==> src/rtl/shift_sched_pkg.sv <==
// ---------------------------------------------------------------------------
// shift_sched_pkg
// Shared definitions for the shift/rotate scheduler: the op codes understood
// by the 1-bit step engine, the scheduler FSM states, and the requester that
// gets first priority after reset.
// ---------------------------------------------------------------------------
package shift_sched_pkg;

    // Op codes 5..7 all behave as PASS; only OP_PASS is named.
    typedef enum logic [2:0] {
        OP_ROTR = 3'd0,
        OP_ROTL = 3'd1,
        OP_SHL  = 3'd2,
        OP_SHR  = 3'd3,
        OP_ASR  = 3'd4,
        OP_PASS = 3'd5
    } op_e;

    typedef enum logic [1:0] {
        S_IDLE  = 2'd0,
        S_SHIFT = 2'd1,
        S_DONE  = 2'd2
    } state_e;

    // Requester that wins the first arbitration after reset. The grant
    // pointer resets to the requester just before it (with wrap).
    localparam int RST_GRANT = 0;

    // True for every op code that leaves the data untouched.
    function automatic logic is_pass_op(input logic [2:0] op);
        return op >= OP_PASS;
    endfunction

endpackage

==> src/rtl/shift_step.sv <==
// ---------------------------------------------------------------------------
// shift_step
// Combinational single-bit step of a W-bit word.
//   op       : operation code (shift_sched_pkg::op_e, 5..7 = pass)
//   data_in  : current accumulator value
//   sign     : fill bit for ASR (MSB captured when the command was granted)
//   data_out : data_in moved one bit position according to op
// ---------------------------------------------------------------------------
module shift_step
    import shift_sched_pkg::*;
#(
    parameter int W = 8
) (
    input  logic [2:0]   op,
    input  logic [W-1:0] data_in,
    input  logic         sign,
    output logic [W-1:0] data_out
);

    always_comb begin
        data_out = data_in;
        case (op)
            OP_ROTR: data_out = {data_in[0], data_in[W-1:1]};
            OP_ROTL: data_out = {data_in[W-2:0], data_in[W-1]};
            OP_SHL:  data_out = {data_in[W-2:0], 1'b0};
            OP_SHR:  data_out = {1'b0, data_in[W-1:1]};
            OP_ASR:  data_out = {sign, data_in[W-1:1]};
            default: data_out = data_in;
        endcase
    end

endmodule

==> src/rtl/shift_sched.sv <==
// ---------------------------------------------------------------------------
// shift_sched
// Round-robin scheduler sharing one iterative shift/rotate engine between
// NREQ requesters. One command is granted at a time; the engine moves the
// accumulator one bit per cycle and the result is returned with the id of
// the requester that issued it.
//
// Ports:
//   clk, rst   : clock, asynchronous active-high reset
//   req_valid  : per-requester command valid            [NREQ]
//   req_ready  : per-requester accept, at most one high [NREQ]
//   req_op     : 3-bit op per requester                 [3*NREQ]
//   req_data   : W-bit operand per requester            [W*NREQ]
//   req_amt    : AW-bit shift amount per requester      [AW*NREQ]
//   rsp_valid  : result valid (DONE state)
//   rsp_ready  : consumer accepts the result
//   rsp_data   : result word
//   rsp_id     : index of the requester that issued the command
//   busy       : high while a command is shifting or waiting in DONE
// ---------------------------------------------------------------------------
module shift_sched
    import shift_sched_pkg::*;
#(
    parameter  int W    = 8,
    parameter  int NREQ = 2,
    localparam int AW   = $clog2(W),
    localparam int IDW  = $clog2(NREQ)
) (
    input  logic                 clk,
    input  logic                 rst,
    input  logic [NREQ-1:0]      req_valid,
    output logic [NREQ-1:0]      req_ready,
    input  logic [3*NREQ-1:0]    req_op,
    input  logic [W*NREQ-1:0]    req_data,
    input  logic [AW*NREQ-1:0]   req_amt,
    output logic                 rsp_valid,
    input  logic                 rsp_ready,
    output logic [W-1:0]         rsp_data,
    output logic [IDW-1:0]       rsp_id,
    output logic                 busy
);

    localparam logic [IDW-1:0] LAST_GRANT_RST = IDW'((RST_GRANT + NREQ - 1) % NREQ);

    state_e          state;
    state_e          state_next;

    logic [IDW-1:0]  last_grant;
    logic [IDW-1:0]  grant_idx;
    logic [IDW-1:0]  cand;
    logic            grant_found;
    logic            accept;

    logic [2:0]      sel_op;
    logic [W-1:0]    sel_data;
    logic [AW-1:0]   sel_amt;
    logic            sel_shifts;

    logic [2:0]      op_q;
    logic [W-1:0]    acc;
    logic [IDW-1:0]  id_q;
    logic [AW-1:0]   cnt;
    logic            sign_q;
    logic [W-1:0]    step_out;

    // Search upward from the requester after the last winner, wrapping
    // around, so every waiting requester is served within NREQ-1 grants.
    always_comb begin
        grant_found = 1'b0;
        grant_idx   = '0;
        cand        = '0;
        for (int k = 1; k <= NREQ; k++) begin
            cand = IDW'((int'(last_grant) + k) % NREQ);
            if (!grant_found && req_valid[cand]) begin
                grant_found = 1'b1;
                grant_idx   = cand;
            end
        end
    end

    assign accept = (state == S_IDLE) && grant_found;

    // Route the winning requester's command fields to the capture registers.
    always_comb begin
        sel_op   = '0;
        sel_data = '0;
        sel_amt  = '0;
        for (int i = 0; i < NREQ; i++) begin
            if (grant_idx == IDW'(i)) begin
                sel_op   = req_op[3*i +: 3];
                sel_data = req_data[W*i +: W];
                sel_amt  = req_amt[AW*i +: AW];
            end
        end
    end

    // PASS codes and zero amounts skip the engine entirely.
    assign sel_shifts = !is_pass_op(sel_op) && (sel_amt != '0);

    always_comb begin
        req_ready = '0;
        if (accept) begin
            req_ready[grant_idx] = 1'b1;
        end
    end

    always_ff @(posedge clk or posedge rst) begin
        if (rst) begin
            state <= S_IDLE;
        end else begin
            state <= state_next;
        end
    end

    // A response completing in DONE always returns to IDLE first, so a new
    // command can never be accepted in the same cycle.
    always_comb begin
        state_next = state;
        case (state)
            S_IDLE: begin
                if (grant_found) begin
                    state_next = sel_shifts ? S_SHIFT : S_DONE;
                end
            end
            S_SHIFT: begin
                if (cnt == AW'(1)) begin
                    state_next = S_DONE;
                end
            end
            S_DONE: begin
                if (rsp_ready) begin
                    state_next = S_IDLE;
                end
            end
            default: state_next = S_IDLE;
        endcase
    end

    // Command capture and one engine step per SHIFT cycle. In DONE nothing
    // is written, which keeps the response stable while stalled.
    always_ff @(posedge clk or posedge rst) begin
        if (rst) begin
            op_q       <= '0;
            acc        <= '0;
            id_q       <= '0;
            cnt        <= '0;
            sign_q     <= 1'b0;
            last_grant <= LAST_GRANT_RST;
        end else if (accept) begin
            op_q       <= sel_op;
            acc        <= sel_data;
            id_q       <= grant_idx;
            cnt        <= sel_amt;
            sign_q     <= sel_data[W-1];
            last_grant <= grant_idx;
        end else if (state == S_SHIFT) begin
            acc        <= step_out;
            cnt        <= cnt - AW'(1);
        end
    end

    shift_step #(
        .W (W)
    ) u_step (
        .op       (op_q),
        .data_in  (acc),
        .sign     (sign_q),
        .data_out (step_out)
    );

    assign rsp_valid = (state == S_DONE);
    assign rsp_data  = acc;
    assign rsp_id    = id_q;
    assign busy      = (state != S_IDLE);

endmodule

==> config.mk <==
export PLATFORM = sky130hd
export DESIGN_NAME = shift_sched
export DESIGN_NICKNAME = d
export VERILOG_FILES = /design/src/rtl/shift_sched_pkg.sv /design/src/rtl/shift_step.sv /design/src/rtl/shift_sched.sv
export SDC_FILE = /design/constraint.sdc
export NUM_CORES = 1
export LEC_CHECK = 0
export ABC_AREA = 1
export CORE_ASPECT_RATIO = 0.75
export CORE_MARGIN = 2
export CORE_UTILIZATION = 39
export DETAILED_ROUTE_END_ITERATION = 7
export PLACE_DENSITY_LB_ADDON = 0.05
export SYNTH_ARGS = -nofsm -noshare
export SYNTH_HDL_FRONTEND = slang
export SYNTH_HIERARCHICAL = 1
export SYNTH_SLANG_ARGS = --single-unit
==> constraint.sdc <==
create_clock -name clk -period 1.47 [get_ports clk]
set_input_delay 0.2205 -clock clk [delete_from_list [all_inputs] [get_ports clk]]
set_output_delay 0.2205 -clock clk [all_outputs]
set_load 0.05 [all_outputs]
# Word-level counts from Yosys, hierarchy flattened
# Cells that the tools add are included.
# classes
addsub,3
magnitude_cmp,5
n_eq_ne,10
n_mux,24
n_reduce_logical,14
# ops
cell,n
$pmux 8 s5,1
$mux 8,3
$mux 3,4
$mux 2,5
$mux 1,9
$eq 3x1->1 const B,2
$eq 3x2->1 const B,2
$lt 1x2->1 const B,3
$pmux 2 s3,1
$reduce_bool 6->1,1
$logic_and 1x1->1,4
$ne 2x2->1 const B,2
$reduce_bool 2->1,2
$eq 3x3->1 const B,1
$ge 3x3->1 const B,1
$logic_not 3->1,1
$reduce_and 3->1,1
$reduce_bool 3->1,1
$sub 3x1->3 const B,1
$add 1x1->1 const B,2
$eq 2x1->1 const B,1
$eq 2x2->1 const B,1
$logic_not 1->1,2
$logic_not 2->1,1
other kinds (4),4
# totals
register_bits,19
input_bits,33
elab_cells,63

# Longest topological paths before layout
# Gate-level depths: netlist of the first run.
# logic_depth
ltp_word,14
ltp_mapped,10

# Cells and area by module
# The synthesis of the first run kept the hierarchy.
# by_module_without_submodules
mod,n_inst,cells_per_inst,area_each_um2
shift_sched,1,177,1209.9
shift_step,1,47,217.7

# Least setup slack after synthesis of the first run
# OpenSTA, ideal clock, no wires.
# synth_path
kind,flip-flop to output port
from,register last_grant
to,output port req_ready[1]
t_arrival_ns,1.606
required_ns,1.250
path_slack_ns,-0.357
stages_incl_launch_ff,6
path_buffers,1
cell_sequence,dfstp_2 nand2_2 nand3_2 nand2_4 buf_4 nor2_1
# synth_between
elab_chain_cells,12
word_cells_on_any_way,19
# synth_lines
element,line_no,source
start: declaration,shift_sched.sv:48,logic [IDW-1:0] last_grant;
start signal: assignment,shift_sched.sv:155,last_grant <= grant_idx;
$add 1x1->1,shift_sched.sv:73,cand = IDW'((int'(last_grant) + k) % NREQ);
$mux 1 (implied by the code) (2 in a row),shift_sched.sv:74,if (!grant_found && req_valid[cand]) begin
$mux 1,shift_sched.sv:74,
$logic_not 1->1,shift_sched.sv:74,
$logic_and 1x1->1,shift_sched.sv:74,
$mux 1,shift_sched.sv:74,
$lt 1x2->1 (implied by the code) or $ge 1x1->1 (tied branches),shift_sched.sv:103,req_ready[grant_idx] = 1'b1;
$logic_and 1x1->1 (implied by the code),shift_sched.sv:103,
$mux 1 (implied by the code),shift_sched.sv:103,
$demux 1 s1,shift_sched.sv:103,
$mux 2 (*),shift_sched.sv:102,if (accept) begin
end: declaration,shift_sched.sv:32,"output logic [NREQ-1:0] req_ready,"
# Every way passes the cells marked *; elsewhere a longest branch is shown, timed or not. The select of a mux whose other input is x is not followed.

# Worst setup path in the final report of the first run
# layout_path
from,register last_grant
to,output port req_ready[0]
# The elaborated chain is that of the path after synthesis.

==> reports/results.ini, run 1 <==
[floorplanning]
start_util_pct=42.0
io-pin-count=46
num_rows=18
die_width_um=73.9
core-area_um2=3400
die_height_um=56.4
floorplan.die_area_um2=4170

[logic_synthesis]
synthesis.nets=259
synth.ff_latch_count=19
synth-xor-area-share_pct=0.613
postSynthCellCount=224
netlist-cell-type-count=27
post_synth_instance_area_um2=1430
synth.yosys.seq_area_share_pct=33.4
post-synth-top-area-cell=sky130_fd_sc_hd__dfrtp_1
combinational_family_with_the_most_area_after_synthesis=simple AND/OR/NAND/NOR gates
yosys-top-cells-area=sky130_fd_sc_hd__dfrtp_1 32%, sky130_fd_sc_hd__nand2_1 23%, sky130_fd_sc_hd__nand3_1 7.7%
synth-adder-area-share_pct=1.75
synth-warning-count=6
post_synth_mux_area_share_pct=0
synth-compound-area-share_pct=10.2
yosys.area_share.simple_pct=42.0
postSynthAreaPerCell_um2=6.37
synth.top_cell.area_share_pct=31.6

[critical_path]
worst-r2r-cell-count=9
worst-r2r-setup-slack_ns=-0.06
cp_max_fo=3
r2r_start=last_grant$_DFFE_PP1P_
regToRegEndpoint=rsp_data[7]$_DFFE_PP0P_
timing.critical_path.from_type=register
kind_of_end_point_of_the_critical_path=output port
timing.critical_path.arrival_ns=1.42
worstSetupPathType=register to output port
worst_ep_required_time_ns=1.25

[detailed_routing]
remaining_drc_errors=0
detail-route-antenna-nets=0
detail_route.first_pass.iterations=4
routed_wl_mm=4.29
routed_via_density=4.80
routed-via-count=1664
violation_count_after_the_first_detailed_routing_iteration=109
route.detailed.wl_per_inst_um=12.3

[finish]
drive_gt1_share_pct=27.3
final_util_pct=70.7
insertedDiodeCount=0
post-route-cell-area_um2=2400
layout.nets=333
growth_of_design_area_from_synthesis_to_finish_pct=68.4
nFillCells=274
finalNonFillerCells=347

[cts]
ctsHoldBuffers=0
later_pin_clock_latency_in_the_skew_report_ns=0.26
clock-root-buffer=sky130_fd_sc_hd__clkbuf_8
h-tree-depth=1
cts.reportedPaths.clkPinSlew_ns=0.07
ctsLongestPathBuffers=2
cts-buffers-inserted=3
cts.sinks=19
tritoncts=built

[power]
total_switching_power_mw=2.72
internal-power_mw=2.82
irDropWorstVdd_mv=1.19
power.density_cell_area_nw_per_um2=2310
power_frac_seq_pct=21.1
power.share.combinational_pct=72.2
clock_power_share_pct=6.7
p_leak_nw=1.22
power.switching_fraction_pct=49.1
power_mw=5.54

[job]
maxCapViolations=0

[timing]
finalHoldViolCount=0
setup-tns-final_ns=-0.653
final.period_utilization_pct=112
highest_clock_rate_mhz=608
timing.final.setup_violations=11
slew_headroom_pct=81.0
grt_setup_unrepaired=true
fin_skew_ns=0.00283
worst_slack_ns=-0.174
drv_slew=0
period_needed_ns=1.64
worst-slew-pin-transition_ns=0.285

[min_path]
hold_path.class=input port to asynchronous set/reset pin

[place]
place_inst=334
io_buffer_count=45
placement.cell_area_um2=2200
detailedPlacementHpwl_mm=3.19
finalWeightedCongestion=0.795

[global_routing]
grt_max_degree=20
antenna_violations_before_repair=0
globalRouteOverflowTotal=0
global_routing_usage_summed_across_all_routing_layers_pct=22.1
grt_first_pass_wirelength_mm=7.18
grt_pass1_vias=1527

[run_status]
run_status=finished with violations
failed_checks=negative setup slack

[stage by stage]
step	setup slack, ns	hold WS, ns
floorplan	-0.125	0.171
global placement	-0.148	0.482
detailed placement	-0.183	0.481
CTS	-0.151	0.297
global route	-0.206	0.340
finish	-0.174	0.289
[power groups by stage]
stage	clock network (mW)	logic, mW	registers, mW
6_report	0.371	4.01	1.17
5_1_grt	0.404	4.36	1.21
4_1_cts	0.380	3.85	1.15
3_5_place_dp	0	3.56	1.15
3_3_place_gp	0	3.52	1.15
2_1_floorplan	0	1.79	1.42
[kinds of logic (layout without fill, tap and decap cells)]
group / count (synthesis) / in the layout
flops: 19 / 19
simple gates: 138 / 138
buf+inv: 39 / 112
xor+xnor: 1 / 1
compound gates: 25 / 25
fa+ha+maj: 2 / 2
[worst max path at each step]
stage	startpoint	end	slack, ns	cells past startpoint
finish	last_grant$_DFFE_PP1P_	req_ready[0]	-0.17	8
global route	last_grant$_DFFE_PP1P_	req_ready[0]	-0.21	8
CTS	last_grant$_DFFE_PP1P_	req_ready[0]	-0.15	8
detailed placement	req_valid[0]	state[1]$_DFFE_PP0P_	-0.18	11
global placement	req_valid[0]	rsp_data[2]$_DFFE_PP0P_	-0.15	9
floorplan	last_grant$_DFFE_PP1P_	req_ready[1]	-0.12	5
[routing by layer]
layer  vias to the layer above  GRT usage (%)  share of wire, %
li1                        850              -                 -
met1                       758           32.5                48
met2                        52           32.9                45
met3                         4           5.57               6.7
met4                         0           3.64              0.56
met5                         -              0                 0
[cells in the final DEF (no fill, tap or decap), types with 2 or more instances in the layout]
cell                              count
sky130_fd_sc_hd__buf_6                4
sky130_fd_sc_hd__nand2_1             82
sky130_fd_sc_hd__nand3b_1             3
sky130_fd_sc_hd__o21ai_1              8
sky130_fd_sc_hd__nor2_1              10
sky130_fd_sc_hd__inv_2                5
sky130_fd_sc_hd__nand3_1             20
sky130_fd_sc_hd__a21oi_2              2
sky130_fd_sc_hd__ha_1                 2
sky130_fd_sc_hd__nand2_2              3
sky130_fd_sc_hd__a21oi_1              5
sky130_fd_sc_hd__o21ai_2              2
sky130_fd_sc_hd__nor2_4               3
sky130_fd_sc_hd__inv_4                3
sky130_fd_sc_hd__a31oi_1              3
sky130_fd_sc_hd__buf_12              14
sky130_fd_sc_hd__dfrtp_1             18
sky130_fd_sc_hd__clkbuf_8             3
sky130_fd_sc_hd__nand3_2              2
sky130_fd_sc_hd__o211ai_1             2
sky130_fd_sc_hd__nand2_4              5
sky130_fd_sc_hd__buf_4               26
sky130_fd_sc_hd__o21ai_0              3
sky130_fd_sc_hd__clkdlybuf4s50_1     32
sky130_fd_sc_hd__nor2_2               7
sky130_fd_sc_hd__inv_1               24
[synth_stat cells]
cell / number
sky130_fd_sc_hd__a21oi_1: 5
sky130_fd_sc_hd__a21oi_2: 2
sky130_fd_sc_hd__a31oi_1: 3
sky130_fd_sc_hd__buf_2: 3
sky130_fd_sc_hd__buf_4: 2
sky130_fd_sc_hd__buf_6: 2
sky130_fd_sc_hd__dfrtp_1: 18
sky130_fd_sc_hd__dfstp_2: 1
sky130_fd_sc_hd__ha_1: 2
sky130_fd_sc_hd__inv_1: 26
sky130_fd_sc_hd__inv_2: 6
sky130_fd_sc_hd__nand2_1: 87
sky130_fd_sc_hd__nand2_2: 2
sky130_fd_sc_hd__nand2_4: 1
sky130_fd_sc_hd__nand3_1: 22
sky130_fd_sc_hd__nand3_2: 1
sky130_fd_sc_hd__nand3b_1: 3
sky130_fd_sc_hd__nand4_1: 1
sky130_fd_sc_hd__nor2_1: 16
sky130_fd_sc_hd__nor2_2: 2
sky130_fd_sc_hd__nor2_4: 2
sky130_fd_sc_hd__nor3_1: 1
sky130_fd_sc_hd__o211ai_1: 2
sky130_fd_sc_hd__o21ai_0: 9
sky130_fd_sc_hd__o21ai_1: 3
sky130_fd_sc_hd__o21ai_2: 1
sky130_fd_sc_hd__xor2_1: 1
[worst max-delay path, stage by stage, from the launching register on]
cell and delay [ns]:
sky130_fd_sc_hd__dfstp_2 0.57, sky130_fd_sc_hd__inv_2 0.05, sky130_fd_sc_hd__nand2_2 0.08, sky130_fd_sc_hd__nand3_4 0.08
sky130_fd_sc_hd__nand2_4 0.10, sky130_fd_sc_hd__inv_4 0.05, sky130_fd_sc_hd__nand2_4 0.06, sky130_fd_sc_hd__inv_4 0.04
sky130_fd_sc_hd__buf_12 0.13
[registers in the layout, indices dropped and copies added (netlist names)]
| register | flops |
|---|---|
| state | 2 |
| rsp_id | 1 |
| last_grant | 1 |
| cnt | 3 |
| rsp_data | 8 |
| op_q | 3 |
| sign_q | 1 |
[cell type report]
cell class,count,area [µm²],area share [%]
inverter,32,128,5.31
sequential,19,477,19.8
timing repair buffer,76,841,35.0
clock buffer,4,45.0,1.87
tap,50,62.6,2.60
multi-input combinational,166,852,35.4
[repair_timing]
action | 4_1_cts | 5_1_grt
gates resized for setup | 13 | 19
setup buffers | 11 | 1
pin swaps | 1 | 4
setup endpoints to repair | 2 | 22
Power figures use the tool's default switching activity.
==> run 2, diff against run 1 <==
CORE_UTILIZATION = 46   (was 39)
==> run 2 against run 1 <==
The flow still finishes with violations (negative setup slack). Worst hold slack barely moved. Clock power rose by 3%. Core utilization rose by 9.4 points. Final cell count fell by 4.0%. Combinational power fell by 1%. Count of clock-buffer cells in the layout did not move. Global-route usage rose by 4.0 points. Via count fell by 0.24%. Maximum frequency fell by 0.46%. Die area fell by 14%. Total power fell by 0.61%. Critical endpoint unchanged.
==> reports/results.ini, run 2 (synthesized netlist as in run 1, its figures left out) <==
[critical_path]
worst_ep_required_time_ns=1.25  ; about the same
worst-r2r-setup-slack_ns=-0.15  ; -0.09 ns
worst-r2r-cell-count=12  ; +3
timing.critical_path.arrival_ns=1.43  ; about the same
critical_path_buf_inv_count=4  ; unchanged
kind_of_end_point_of_the_critical_path=output port
regToRegEndpoint=state[1]$_DFFE_PP0P_
cp_cell_instances=inv_2 -> nand2_2 -> nand3_2 -> nand2_4 -> inv_4 -> nand2_4 -> inv_4 -> buf_12
r2r_start=last_grant$_DFFE_PP1P_
worstSetupPathType=register to output port
timing.critical_path.from_type=register
critPathSlowestCell=sky130_fd_sc_hd__dfstp_2
max_stage_delay_ns=0.57  ; about the same
cp_max_fo=3  ; unchanged
cpLargestDelayFamily=flip-flops

[global_routing]
grt_max_degree=20  ; unchanged
grt_first_pass_wirelength_mm=6.88  ; -4.1%
grt_pass1_vias=1557  ; +2.0%
global_routing_usage_summed_across_all_routing_layers_pct=26.1  ; +4.0 points
antenna_violations_before_repair=0  ; unchanged
globalRouteOverflowTotal=0  ; unchanged

[place]
finalWeightedCongestion=0.830  ; +4.4%
placement.cell_area_um2=2190  ; -0.68%
io_buffer_count=45  ; unchanged
detailedPlacementHpwl_mm=3.23  ; +1.2%

[detailed_routing]
routed_via_density=4.98  ; +4.0%
violation_count_after_the_first_detailed_routing_iteration=74  ; -32%
routed_wl_mm=4.29  ; about the same
detail-route-antenna-nets=0  ; unchanged
top_layer=met4
detail_route.first_pass.iterations=5  ; +1
route.detailed.wl_per_inst_um=12.9  ; +4.3%
route.met3.wl_um=261  ; -9.7%
remaining_drc_errors=0  ; unchanged
detail_route.wirelength.met1_mm=1.97  ; -4.2%
wl_met2_mm=2.04  ; +6.5%
routed-via-count=1660  ; -0.24%

[finish]
layout.nets=331  ; -0.60%
drive_gt1_share_pct=26.4  ; -0.83 points
largest_reg_flops=8  ; unchanged
final_cell_mix=82 x sky130_fd_sc_hd__nand2_1, 32 x sky130_fd_sc_hd__clkdlybuf4s50_1, 25 x sky130_fd_sc_hd__buf_4
insertedDiodeCount=0  ; unchanged
multi_input_area_um2=843  ; -1.0%
ff_latch_area_um2=477  ; unchanged
nFillCells=207  ; -24%
growth_of_design_area_from_synthesis_to_finish_pct=65.8
post-route-cell-area_um2=2370  ; -1.6%
mostFrequentLayoutCell=sky130_fd_sc_hd__nand2_1
final_util_pct=80.1  ; +9.4 points

[power]
power.density_cell_area_nw_per_um2=2330  ; +0.97%
p_leak_nw=1.20  ; -1.1%
power_mw=5.51  ; -0.61%
irDropWorstVdd_mv=1.47  ; +23%

[timing]
finalHoldViolCount=0  ; unchanged
setup-tns-final_ns=-1.06  ; -0.410 ns
hold_ws_ns=0.289  ; -0.00000300 ns
worst-slew-pin-transition_ns=0.303  ; +0.0177 ns
final.period_utilization_pct=112  ; +0.52 points
highest_clock_rate_mhz=605  ; -0.46%
timing.final.setup_violations=14  ; +3
grt_setup_unrepaired=true
slew_headroom_pct=79.8  ; -1.3 points
drv_slew=0  ; unchanged
worst_slack_ns=-0.182  ; -0.00767 ns
fin_skew_ns=0.00221  ; -0.000620 ns
period_needed_ns=1.65  ; +0.00767 ns

[floorplanning]
start_util_pct=48.3  ; +6.3 points
num_rows=17  ; -1
die_width_um=68.3  ; -7.5%
core-area_um2=2960  ; -13%
floorplan.die_area_um2=3570  ; -14%
io-pin-count=46  ; unchanged
die_height_um=52.2  ; -7.4%

[cts]
cts.sinks=19  ; unchanged
later_pin_clock_latency_in_the_skew_report_ns=0.26  ; about the same
tritoncts=built
ctsLongestPathBuffers=2  ; unchanged
cts.reportedPaths.clkPinSlew_ns=0.07  ; about the same
clock-root-buffer=sky130_fd_sc_hd__clkbuf_8
h-tree-depth=1  ; unchanged
cts-buffers-inserted=3  ; unchanged
ctsHoldBuffers=0  ; unchanged

[run_status]
run_status=finished with violations
failed_checks=negative setup slack

[min_path]
hold_path.class=input port to asynchronous set/reset pin

[job]
maxCapViolations=0  ; unchanged

[run 2: timing repair]
action                     in CTS  in global routing
pin swaps                       0                  2
gates resized for setup        12                 20
cloned                          0                  0
setup endpoints to repair       2                 19
setup buffers                   5                  2
hold endpoints to repair        0                  0
[run 2: how the worst max path moves through the flow]
stage	start	end	slack, ns	depth (start not counted)
after floorplan	last_grant$_DFFE_PP1P_	req_ready[1]	-0.12	5
after global placement	req_valid[0]	state[1]$_DFFE_PP0P_	-0.12	11
after detailed placement	req_valid[0]	state[1]$_DFFE_PP0P_	-0.18	11
after CTS	last_grant$_DFFE_PP1P_	req_ready[0]	-0.13	7
after global routing	last_grant$_DFFE_PP1P_	req_ready[0]	-0.22	8
final	last_grant$_DFFE_PP1P_	req_ready[0]	-0.18	8
[run 2: worst reg2reg max path, delay by kind of cell, from the launching register on]
kind / cells / cell delay (ns)
flip-flops: 1 / 0.57
AND/OR/NAND/NOR: 7 / 0.46
buffers and inverters: 5 / 0.49
[run 2: through the flow]
stage / instances / worst slack (ns)
final: 333 / -0.182
after CTS: 331 / -0.132
after global routing: 333 / -0.217
after detailed placement: 322 / -0.178
after floorplan: 224 / -0.125
after global placement: 322 / -0.115
[run 2: layout make-up]
type	instances	share of cell area, %
Sequential cell	19	20.1
Multi-Input combinational cell	166	35.6
Inverter	32	5.29
Clock buffer	4	1.90
Timing Repair Buffer	74	35.0
Tap cell	38	2.01
[run 2: where the power goes]
group	leakage (nW)	internal, mW	switching [mW]
clock network	0.0228	0.194	0.187
logic	0.952	1.77	2.19
registers	0.230	0.802	0.360
[run 2: metal layers]
| layer | GRT usage [%] | vias up |
|---|---|---|
| li1 | - | 843 |
| met1 | 35.3 | 751 |
| met2 | 42.1 | 63 |
| met3 | 6.88 | 3 |
| met4 | 5.33 | 0 |
| met5 | 0 | - |
